File: src/rtl/oam_dma_arbiter_if.sv
// oam_dma_arbiter_if
//   CPU-side and memory-map-side bus signals of the OAM DMA arbiter.
//   slave  : the arbiter (takes CPU request + bus read data, drives bus + CPU ready)
//   master : the environment (CPU core + memory map, or a testbench)
//   Signals:
//     i_cpu_rw      CPU read/write, 1=read 0=write
//     i_cpu_address CPU address
//     i_cpu_data    CPU write data
//     o_cpu_data    read data returned to the CPU (mirrors i_data)
//     o_cpu_rdy     1 = CPU advances, 0 = CPU holds all state
//     o_rw          bus read/write to memory map
//     o_address     bus address
//     o_data        bus write data
//     i_data        bus read data, valid in the same cycle as o_address
//     o_dma_active  1 while a DMA is in progress
interface oam_dma_arbiter_if;
  logic        i_cpu_rw;
  logic [15:0] i_cpu_address;
  logic [7:0]  i_cpu_data;
  logic [7:0]  o_cpu_data;
  logic        o_cpu_rdy;
  logic        o_rw;
  logic [15:0] o_address;
  logic [7:0]  o_data;
  logic [7:0]  i_data;
  logic        o_dma_active;

  modport slave (
    input  i_cpu_rw, i_cpu_address, i_cpu_data, i_data,
    output o_cpu_data, o_cpu_rdy, o_rw, o_address, o_data, o_dma_active
  );

  modport master (
    output i_cpu_rw, i_cpu_address, i_cpu_data, i_data,
    input  o_cpu_data, o_cpu_rdy, o_rw, o_address, o_data, o_dma_active
  );
endinterface

File: src/rtl/oam_dma_arbiter.sv
// oam_dma_arbiter
//   Shares the external bus between the 6502 core and the sprite (OAM) DMA
//   engine. A CPU write to DMA_REG_ADDR halts the core and copies
//   TRANSFER_COUNT bytes from page {data,8'h00} to OAM_DATA_ADDR as
//   read/write pairs, then hands the bus back.
//   Ports:
//     i_clk    clock
//     i_reset  synchronous active-high reset
//     bus      oam_dma_arbiter_if.slave (CPU request, memory bus, CPU ready)
module oam_dma_arbiter #(
  parameter logic [15:0] DMA_REG_ADDR   = 16'h4014,
  parameter logic [15:0] OAM_DATA_ADDR  = 16'h2004,
  parameter int unsigned TRANSFER_COUNT = 256
) (
  input  logic              i_clk,
  input  logic              i_reset,
  oam_dma_arbiter_if.slave  bus
);

  localparam logic [2:0] ST_IDLE  = 3'd0;
  localparam logic [2:0] ST_HALT  = 3'd1;
  localparam logic [2:0] ST_ALIGN = 3'd2;
  localparam logic [2:0] ST_READ  = 3'd3;
  localparam logic [2:0] ST_WRITE = 3'd4;

  localparam logic [8:0] LAST_INDEX = 9'(TRANSFER_COUNT - 1);

  logic [2:0] state_q, state_d;
  logic       parity_q;
  logic [8:0] index_q, index_d;
  logic [7:0] page_q, page_d;
  logic [7:0] latch_q, latch_d;

  always_ff @(posedge i_clk) begin
    if (i_reset) begin
      state_q  <= ST_IDLE;
      parity_q <= 1'b0;
      index_q  <= '0;
      page_q   <= '0;
      latch_q  <= '0;
    end else begin
      state_q  <= state_d;
      parity_q <= ~parity_q;
      index_q  <= index_d;
      page_q   <= page_d;
      latch_q  <= latch_d;
    end
  end

  always_comb begin
    state_d = state_q;
    index_d = index_q;
    page_d  = page_q;
    latch_d = latch_q;
    unique case (state_q)
      ST_IDLE: begin
        if (!bus.i_cpu_rw && bus.i_cpu_address == DMA_REG_ADDR) begin
          page_d  = bus.i_cpu_data;
          index_d = '0;
          state_d = ST_HALT;
        end
      end
      // parity_q is the parity of the HALT cycle itself; if HALT is even the
      // following cycle is odd, so one ALIGN cycle pushes READ onto even.
      ST_HALT:  state_d = (parity_q == 1'b0) ? ST_ALIGN : ST_READ;
      ST_ALIGN: state_d = ST_READ;
      ST_READ: begin
        latch_d = bus.i_data;
        state_d = ST_WRITE;
      end
      ST_WRITE: begin
        if (index_q == LAST_INDEX) begin
          state_d = ST_IDLE;
        end else begin
          index_d = index_q + 9'd1;
          state_d = ST_READ;
        end
      end
      default: state_d = ST_IDLE;
    endcase
  end

  // Outputs depend only on registered state and the CPU request, never on
  // i_data (apart from the plain read-data return path).
  always_comb begin
    bus.o_cpu_rdy    = 1'b0;
    bus.o_dma_active = 1'b1;
    bus.o_rw         = 1'b1;
    bus.o_address    = bus.i_cpu_address;
    bus.o_data       = 8'h00;
    unique case (state_q)
      ST_IDLE: begin
        bus.o_cpu_rdy    = 1'b1;
        bus.o_dma_active = 1'b0;
        bus.o_rw         = bus.i_cpu_rw;
        bus.o_address    = bus.i_cpu_address;
        bus.o_data       = bus.i_cpu_data;
      end
      ST_HALT, ST_ALIGN: begin
        bus.o_address = bus.i_cpu_address;
      end
      // Only the low 8 index bits form the source offset: no carry into page.
      ST_READ: begin
        bus.o_address = {page_q, index_q[7:0]};
      end
      ST_WRITE: begin
        bus.o_rw      = 1'b0;
        bus.o_address = OAM_DATA_ADDR;
        bus.o_data    = latch_q;
      end
      default: begin
        bus.o_cpu_rdy    = 1'b1;
        bus.o_dma_active = 1'b0;
      end
    endcase
  end

  assign bus.o_cpu_data = bus.i_data;

endmodule
File: src/flat_wrapper.sv
// flat-port wrapper written by rule: the top's interface ports become plain ports
module oam_dma_arbiter_flat 
#(
  parameter logic [15:0] DMA_REG_ADDR   = 16'h4014,
  parameter logic [15:0] OAM_DATA_ADDR  = 16'h2004,
  parameter int unsigned TRANSFER_COUNT = 256
)
  (i_clk, i_reset, bus_i_cpu_rw, bus_i_cpu_address, bus_i_cpu_data, bus_i_data, bus_o_cpu_data, bus_o_cpu_rdy, bus_o_rw, bus_o_address, bus_o_data, bus_o_dma_active);
  oam_dma_arbiter_if bus_i ();
  input  logic i_clk;
  input  logic i_reset;
  input wire logic [$bits(bus_i.i_cpu_rw)-1:0] bus_i_cpu_rw;
  input wire logic [$bits(bus_i.i_cpu_address)-1:0] bus_i_cpu_address;
  input wire logic [$bits(bus_i.i_cpu_data)-1:0] bus_i_cpu_data;
  input wire logic [$bits(bus_i.i_data)-1:0] bus_i_data;
  output wire logic [$bits(bus_i.o_cpu_data)-1:0] bus_o_cpu_data;
  output wire logic [$bits(bus_i.o_cpu_rdy)-1:0] bus_o_cpu_rdy;
  output wire logic [$bits(bus_i.o_rw)-1:0] bus_o_rw;
  output wire logic [$bits(bus_i.o_address)-1:0] bus_o_address;
  output wire logic [$bits(bus_i.o_data)-1:0] bus_o_data;
  output wire logic [$bits(bus_i.o_dma_active)-1:0] bus_o_dma_active;
  assign bus_i.i_cpu_rw = bus_i_cpu_rw;
  assign bus_i.i_cpu_address = bus_i_cpu_address;
  assign bus_i.i_cpu_data = bus_i_cpu_data;
  assign bus_i.i_data = bus_i_data;
  assign bus_o_cpu_data = bus_i.o_cpu_data;
  assign bus_o_cpu_rdy = bus_i.o_cpu_rdy;
  assign bus_o_rw = bus_i.o_rw;
  assign bus_o_address = bus_i.o_address;
  assign bus_o_data = bus_i.o_data;
  assign bus_o_dma_active = bus_i.o_dma_active;
  oam_dma_arbiter #(.DMA_REG_ADDR(DMA_REG_ADDR), .OAM_DATA_ADDR(OAM_DATA_ADDR), .TRANSFER_COUNT(TRANSFER_COUNT)) u_core (.i_clk(i_clk), .i_reset(i_reset), .bus(bus_i));
endmodule
File: config.mk
export PLATFORM = sky130hd
export DESIGN_NAME = oam_dma_arbiter_flat
export DESIGN_NICKNAME = d
export VERILOG_FILES = /design/src/rtl/oam_dma_arbiter_if.sv /design/src/rtl/oam_dma_arbiter.sv /design/src/flat_wrapper.sv
export SDC_FILE = /design/constraint.sdc
export NUM_CORES = 1
export LEC_CHECK = 0
export CAP_MARGIN = 20
export CORE_UTILIZATION = 45
export DETAILED_ROUTE_END_ITERATION = 10
export PLACE_DENSITY = 0.84
export SYNTH_ARGS = -nofsm -noshare
export SYNTH_HDL_FRONTEND = slang
export SYNTH_SLANG_ARGS = --single-unit
File: constraint.sdc
create_clock -name i_clk -period 5.3 [get_ports i_clk]
set_input_delay 0.795 -clock i_clk [delete_from_list [all_inputs] [get_ports i_clk]]
set_output_delay 0.795 -clock i_clk [all_outputs]
set_load 0.05 [all_outputs]
* After elaboration in Yosys (flattened, before gate mapping) *
Cells that the tools add are included.

storage, ports and cells
  logic and storage cells = 34
  output and inout port bits = 35
  input bits = 35
  register bits after elaboration = 29

operators by class
  multiplexer cells = 12
  equality and inequality tests = 8
  reductions and logical operators = 7
  $add $sub $neg = 1
  bitwise gates (word level) = 1

operators by type and width
  kind                                                                count
  16-bit one-hot mux with 2 select lines                              1
  9-bit two-way mux                                                   2
  9-bit one-hot mux with 2 select lines                               1
  16-bit by 15-bit == test with 1-bit output (second input constant)  1
  8-bit one-hot mux with 2 select lines                               1
  3-bit one-hot mux with 5 select lines                               1
  9-bit by 1-bit adder with 9-bit output (second input constant)      1
  9-bit by 8-bit == test with 1-bit output (second input constant)    1
  3-bit by 2-bit == test with 1-bit output (second input constant)    2
  4-bit OR reduction                                                  1
  3-bit by 1-bit == test with 1-bit output (second input constant)    1
  3-bit == test (second input constant)                               1
  3-bit logical NOT                                                   1
  1-bit two-way mux                                                   3
  3-bit two-way mux                                                   1
  3-bit AND reduction                                                 1
  2-bit two-way mux                                                   1
  2-bit by 1-bit != test with 1-bit output (second input constant)    1
  2-bit != test (second input constant)                               1
  1-bit one-hot mux with 2 select lines                               1
  2-bit AND reduction                                                 1
  2-bit nonzero test                                                  1
  1-bit logical AND                                                   1
  1-bit logical NOT                                                   1
  1-bit inverter                                                      1

* Depth between registers and ports, before layout *
Gate-level depths: netlist of the first run.

  depth after elaboration = 4
  mapped depth = 10
  depth with buffers taken out = 9

* Least setup slack after synthesis of the first run *
OpenSTA, ideal clock, no wires.

  path type = input-to-output
  start point = in bus_i_cpu_rw
  end point = out bus_o_rw
  buffers on the path = 0
  stages = 2
  data arrival time = 1.900 ns
  setup slack = 2.605 ns
  required time = 4.505 ns
  path through = inv_1 o21ai_0

between the ends
  cells in the longest elaborated chain, start to end = 1

ends and longest elaborated chain
  element                                RTL line               RTL
  start, declared                        flat_wrapper.sv:12     input wire logic [$bits(bus_i.i_cpu_rw)-1:0] bus_i_cpu_rw;
  1-bit one-hot mux with 2 select lines  oam_dma_arbiter.sv:91  unique case (state_q)
  end, declared                          flat_wrapper.sv:18     output wire logic [$bits(bus_i.o_rw)-1:0] bus_o_rw;

Every way passes these cells.

* Final worst setup path of the first run *
  start point = reg u_core.state_q[2]
  end point = out bus_o_address[10]

between the ends
  cells in the longest elaborated chain, start to end = 2
  elaborated cells between the ends (all ways) = 3
  classes of those cells = eq/ne: 2; mux: 1

ends and longest elaborated chain
  element                                                                    RTL line               RTL
  start, declared                                                            oam_dma_arbiter.sv:28  logic [2:0] state_q, state_d;
  start signal, assigned                                                     oam_dma_arbiter.sv:42  state_q <= state_d;
  3-bit == test or 3-bit by 2-bit == test with 1-bit output (tied branches)  oam_dma_arbiter.sv:91
  16-bit one-hot mux with 2 select lines (*)                                 oam_dma_arbiter.sv:91
  end, declared                                                              flat_wrapper.sv:19     output wire logic [$bits(bus_i.o_address)-1:0] bus_o_address;

Mark *: on every way between the ends. The rest lies on a longest branch, timed or not.

==> results.md, run 1 <==
- Top Family by Delay on Critical Path: simple AND/OR/NAND/NOR gates
- Placed instance area: 2270 sq um
- Worst-Skew Late Latency: 0.33 ns
- VDD IR max: 0.262 mV
- DRC viols: 0
- Crit Path Category: reg2out
- Worst Path Required: 4.51 ns
- Hold Crit Class: reg2reg
- Fillers: 285
- Top cell type by total area after synthesis: dfxtp_1
- Die X: 62.2 um
- Hpwl dp: 3270 um
- Drt first pass iters: 4
- Clk root buf: clkbuf_4
- Max-slew headroom: 31.6%
- Synth cell count leaders: dfxtp_1, nand2_1, a22o_1
- CP max stage delay: 0.81 ns
- Setup-failing EPs final: 0
- Die area: 3870 sq um
- Ys Warns: 0
- Detailed-route via count: 1784
- Avg Vias per Cell: 5.77
- Top FF cell, synth: dfxtp_1
- Pwr dens: 309 nW/um^2
- Slew @ Worst Pin: 1.02 ns
- Number of global-route vias before repair: 1671
- Mapped Nets: 245
- Area grow syn2layout: 43.9%
- Mapped cell area: 1630 sq um
- Final Cycle Share: 67.6%
- CP max-delay cell: clkdlybuf4s50_1
- Crit-path max FO: 14
- Post-synth top area share: 35.6%
- Min cycle time layout: 3.58 ns
- H-tree depth: 2
- Routed len/inst: 15.2 um
- Post_cts resized: 0
- LEAKAGE: 0.819 nW
- Clock Skews: 0.00945 ns
- Initial antenna violation count: 0
- Post-synthesis cell count: 208
- Final GP Congestion: 0.770
- Non-filler cells, final: 309
- Register area share after synthesis: 35.6%
- TritonCTS clock tree: built
- Top cells by area, synth: dfxtp_1, a22o_1, nand2_1
- Ys async rst share: 0%
- First-pass GRT wire length: 7760 um
- Final hold slack: 0.428 ns
- Die H: 62.2 um
- CP bufs+invs: 1
- Fmax: 0.279 GHz
- Yosys reg bits: 29
- Number of enable flip-flop cells after synthesis: 0
- IO Pins: 70
- Register area: 581 sq um
- Post-synthesis cell type count: 35
- Final Total Pwr: 0.000726 W
- Antenna Violating Nets Remaining: 0
- Site Rows: 21
- Final hold viol count: 0
- CTS Buf Count: 5
- Grt total ovfl: 0
- Nets@finish: 299
- Syn avg cell area: 7.85 sq um
- Final WL: 4690 um
- Worst Setup Start Kind: flop
- Multi-input logic area: 905 sq um
- CTS Hold Bufs: 0
- CP endpoint kind: primary output
- Core Footprint: 3420 sq um
- N_diodes: 0
- GRT Total Usage: 25.3%
- CTS sink count: 29
- Share of cells above drive strength 1: 5.70%
- Placed cell count: 300
- RSZ-0062 raised after global routing: no
- Status: finished clean
- Top-count cell post-synth: dfxtp_1
- Worst-path cell chain: nor3b_2 -> nor2_1 -> a22o_1 -> clkdlybuf4s50_1
- WP data arrival: 2.79 ns
- Fin. max-slew vios: 0
- Setup TNS Final: 0 ns
- DRT iter0 DRCs: 131
- Clk slew on worst S/H paths: 0.10 ns
- Final Cell Area: 2350 sq um
- Clk buf depth: 2
- Postcts setup bufs: 0
- Initial Utilization: 47.8%
- Largest net degree at the start of global routing: 33
- I/O Buffers: 69
- Max-Cap Viols: 0
-- layout by cell type, fill, tap and decap left out, drive strengths merged, types with 2 or more instances in the layout --
| cell type | n |
|---|---|
| clkdlybuf4s50 | 69 |
| buf | 4 |
| xnor2 | 2 |
| nand3 | 13 |
| clkinv | 2 |
| nand4 | 2 |
| dfxtp | 29 |
| a21oi | 20 |
| o211ai | 8 |
| ha | 2 |
| or2 | 2 |
| nor3 | 4 |
| nand2 | 27 |
| o21ai | 10 |
| a31oi | 5 |
| clkbuf | 6 |
| nand3b | 4 |
| nor4 | 2 |
| o32ai | 2 |
| or4 | 2 |
| nor2 | 10 |
| inv | 4 |
| a22o | 22 |
-- cells by family after synthesis --
group	share of synthesized area, %
flops	35.6
xor+xnor	1.07
compound gates	29.1
buf+inv	9.50
fa+ha+maj	1.53
simple gates	23.2
-- stage by stage --
stage               util [%]  worst slack (ns)
floorplan                  -              2.60
global placement        66.3              2.01
detailed placement      66.5              2.08
CTS                     68.0              1.71
global route            68.8              1.59
finish                  68.8              1.72
-- flip-flops by register name, summed over array words and instances, names as in the netlist --
signal / flops
u_core.parity_q: 1
u_core.index_q: 9
u_core.page_q: 8
u_core.state_q: 3
u_core.latch_q: 8
-- path summary, 6_finish.rpt --
| path | start | to | slack, ns | cells after the start |
|---|---|---|---|---|
| setup / recovery | u_core.state_q[2] | bus_o_address[10] | 1.72 | 4 |
| setup reg to reg | u_core.index_q[0] | u_core.index_q[7] | 2.65 | 8 |
| hold / removal | u_core.parity_q | u_core.parity_q | 0.43 | 1 |
| hold reg to reg | u_core.parity_q | u_core.parity_q | 0.43 | 1 |
-- layer usage --
layer,wire (um),track usage (%),vias to the layer above,share of wire (%)
met4,91,12.8,0,1.9
li1,-,-,874,-
met5,0,0,-,0
met3,342,4.60,7,7.3
met1,2130,33.1,825,45
met2,2130,39.8,78,45
-- final cells by class --
cell class                 instances  share of cell area (%)
inverter                           4                   0.639
multi-input combinational        149                    38.5
tap                               46                    2.45
clock buffer                       6                    1.76
timing repair buffer              73                    31.5
clock inverter                     2                   0.426
sequential                        29                    24.7
-- where the power goes --
part,total [W],switching (W),internal [W]
sequential,0.000236,0.0000115,0.000224
combinational,0.000359,0.000225,0.000135
clock,0.000130,0.0000801,0.0000504
total,0.000726,0.000316,0.000409
Note: power is estimated with default switching activity, not from simulation.
==> run 2: changes to the inputs <==
- CORE_UTILIZATION: 45 -> 42
- PLACE_DENSITY: 0.84 -> 0.8
- clock period: 5.3 -> 3.3 ns (I/O delays scaled with it)
==> results.md, run 2 (synthesis results as in run 1) <==
- CP max stage delay: 0.80 ns (was 0.81 ns)
- Largest net degree at the start of global routing: 20 (was 33)
- Worst-Skew Late Latency: 0.28 ns (was 0.33 ns)
- Postcts setup bufs: 0 (unchanged)
- CTS Buf Count: 5 (unchanged)
- Setup TNS Final: 0 ns (unchanged)
- CP max-delay cell: clkdlybuf4s50_1 (unchanged)
- DRC viols: 0 (unchanged)
- Critical path's most frequent cell: nand2_1
- Fin. max-slew vios: 0 (unchanged)
- Worst-path cell chain: nand2_1 -> nor2_2 -> buf_4 -> nand2_1 -> nand3_1 -> clkdlybuf4s50_1 (was nor3b_2 -> nor2_1 -> a22o_1 -> clkdlybuf4s50_1)
- Clk root buf: clkbuf_8 (was clkbuf_4)
- Avg Vias per Cell: 5.73 (was 5.77)
- Share of cells above drive strength 1: 12.0% (was 5.70%)
- I/O Buffers: 69 (unchanged)
- Status: finished clean (unchanged)
- Final hold viol count: 0 (unchanged)
- Die H: 64.4 um (was 62.2 um)
- Final GP Congestion: 0.814 (was 0.770)
- TritonCTS clock tree: built (unchanged)
- Initial antenna violation count: 0 (unchanged)
- CP endpoint kind: primary output (unchanged)
- Placed cell count: 306 (was 300)
- Clk slew on worst S/H paths: 0.06 ns (was 0.10 ns)
- Worst Reg-to-Reg Cells: 8 (unchanged)
- First-pass GRT wire length: 7940 um (was 7760 um)
- Initial Utilization: 44.3% (was 47.8%)
- Commonest non-fill, non-tap cell in the layout: clkdlybuf4s50_1 (unchanged)
- Max-slew headroom: 58.8% (was 31.6%)
- Hold path cells: 1 (unchanged)
- Fmax: 0.357 GHz
- Worst Setup Start Kind: flop (unchanged)
- Antenna Violating Nets Remaining: 0 (unchanged)
- Site Rows: 22 (was 21)
- N_diodes: 0 (unchanged)
- Hpwl dp: 3510 um (was 3270 um)
- Detailed-route via count: 1799 (was 1784)
- LEAKAGE: 0.851 nW (was 0.819 nW)
- Grt total ovfl: 0 (unchanged)
- H-tree depth: 2 (unchanged)
- Routed len/inst: 15.6 um (was 15.2 um)
- Area grow syn2layout: 44.0% (was 43.9%)
- Worst Path Required: 2.80 ns (was 4.51 ns)
- Die X: 64.4 um (was 62.2 um)
- IO Pins: 70 (unchanged)
- Top reg by flops: u_core.index_q (unchanged)
- Crit-path max FO: 8 (was 14)
- Largest regs: u_core.index_q x9, u_core.latch_q x8, u_core.page_q x8 (unchanged)
- CP bufs+invs: 2 (was 1)
- Drt first pass iters: 4 (unchanged)
- Die area: 4140 sq um (was 3870 sq um)
- Clock Skews: 0.00180 ns (was 0.00945 ns)
- Setup-failing EPs final: 0 (unchanged)
- CTS Hold Bufs: 0 (unchanged)
- Critical path depth: 6 (was 4)
- Pwr dens: 524 nW/um^2 (was 309 nW/um^2)
- Fillers: 331 (was 285)
- Crit Path Category: reg2out (unchanged)
- Final WL: 4890 um (was 4690 um)
- Max reg flops: 9 (unchanged)
- Post_cts resized: 0 (unchanged)
- Final Cycle Share: 84.9%
- GRT Total Usage: 25.4% (was 25.3%)
- Slew @ Worst Pin: 0.615 ns (was 1.02 ns)
- Final Util: 63.7% (was 68.8%)
- Hold Crit Class: reg2reg (unchanged)
- RSZ-0062 raised after global routing: no (unchanged)
- Top Family by Delay on Critical Path: buffers and inverters (was simple AND/OR/NAND/NOR gates)
- Max-Cap Viols: 0 (unchanged)
- Min cycle time layout: 2.80 ns
- Most frequent cells in the layout: clkdlybuf4s50_1, dfxtp_1, nand2_1, a22o_1, buf_4 (was clkdlybuf4s50_1, dfxtp_1, nand2_1, a22o_1, a21oi_1)
- VDD IR max: 0.277 mV (was 0.262 mV)
- WP data arrival: 2.31 ns (was 2.79 ns)
- CTS sink count: 29 (unchanged)
- Clk buf depth: 2 (unchanged)
- Number of global-route vias before repair: 1750 (was 1671)
- Core Footprint: 3690 sq um (was 3420 sq um)
- Non-filler cells, final: 314 (was 309)
- DRT iter0 DRCs: 129 (was 131)
- Nets@finish: 302 (was 299)
[run 2: cell types whose count changed in the layout (fill, tap and decap cells not counted)]
cell             change
buf_16               -1
buf_4               +18
clkbuf_8             +5
clkdlybuf4s50_1     -14
clkbuf_4             -5
[run 2: final cells by class]
cell class                      instances  area [sq um]  area share, %
Clock buffer                            6          72.6           3.09
Clock inverter                          2          10.0          0.426
Inverter                                4          15.0          0.639
Multi-Input combinational cell        149           905           38.5
Sequential cell                        29           581           24.7
Tap cell                               48          60.1           2.55
Timing Repair Buffer                   76           708           30.1
[run 2: worst paths after layout]
kind | start | endpoint | slack [ns]
worst max-delay path | u_core.state_q[1] | bus_o_address[2] | 0.50
worst min-delay path | u_core.parity_q | u_core.parity_q | 0.43
worst max register to register | u_core.index_q[0] | u_core.index_q[7] | 0.71
worst min register to register | u_core.parity_q | u_core.parity_q | 0.43
[run 2: routing by layer]
layer | vias to the layer above | routed length, um | global-route usage (%)
met5 | - | 0 | 0
met3 | 5 | 427 | 8.21
met2 | 100 | 2230 | 38.3
met4 | 0 | 58 | 11.1
met1 | 822 | 2170 | 32.7
li1 | 872 | - | -
[run 2: power by group]
group / total, W / switching (W) / internal (W)
Sequential: 0.000378 / 0.0000172 / 0.000360
Clock: 0.000286 / 0.000140 / 0.000146
Combinational: 0.000568 / 0.000357 / 0.000211
Total: 0.00123 / 0.000514 / 0.000717
[run 2: stage by stage]
stage	setup slack, ns	total power (W)	hold WS, ns	instance area, sq um
floorplan	0.929	0.000767	0.394	1630
global placement	0.803	0.000950	0.413	2270
detailed placement	0.770	0.000950	0.413	2270
CTS	0.507	0.00123	0.422	2350
global route	0.406	0.00128	0.448	2350
finish	0.497	0.00123	0.426	2350
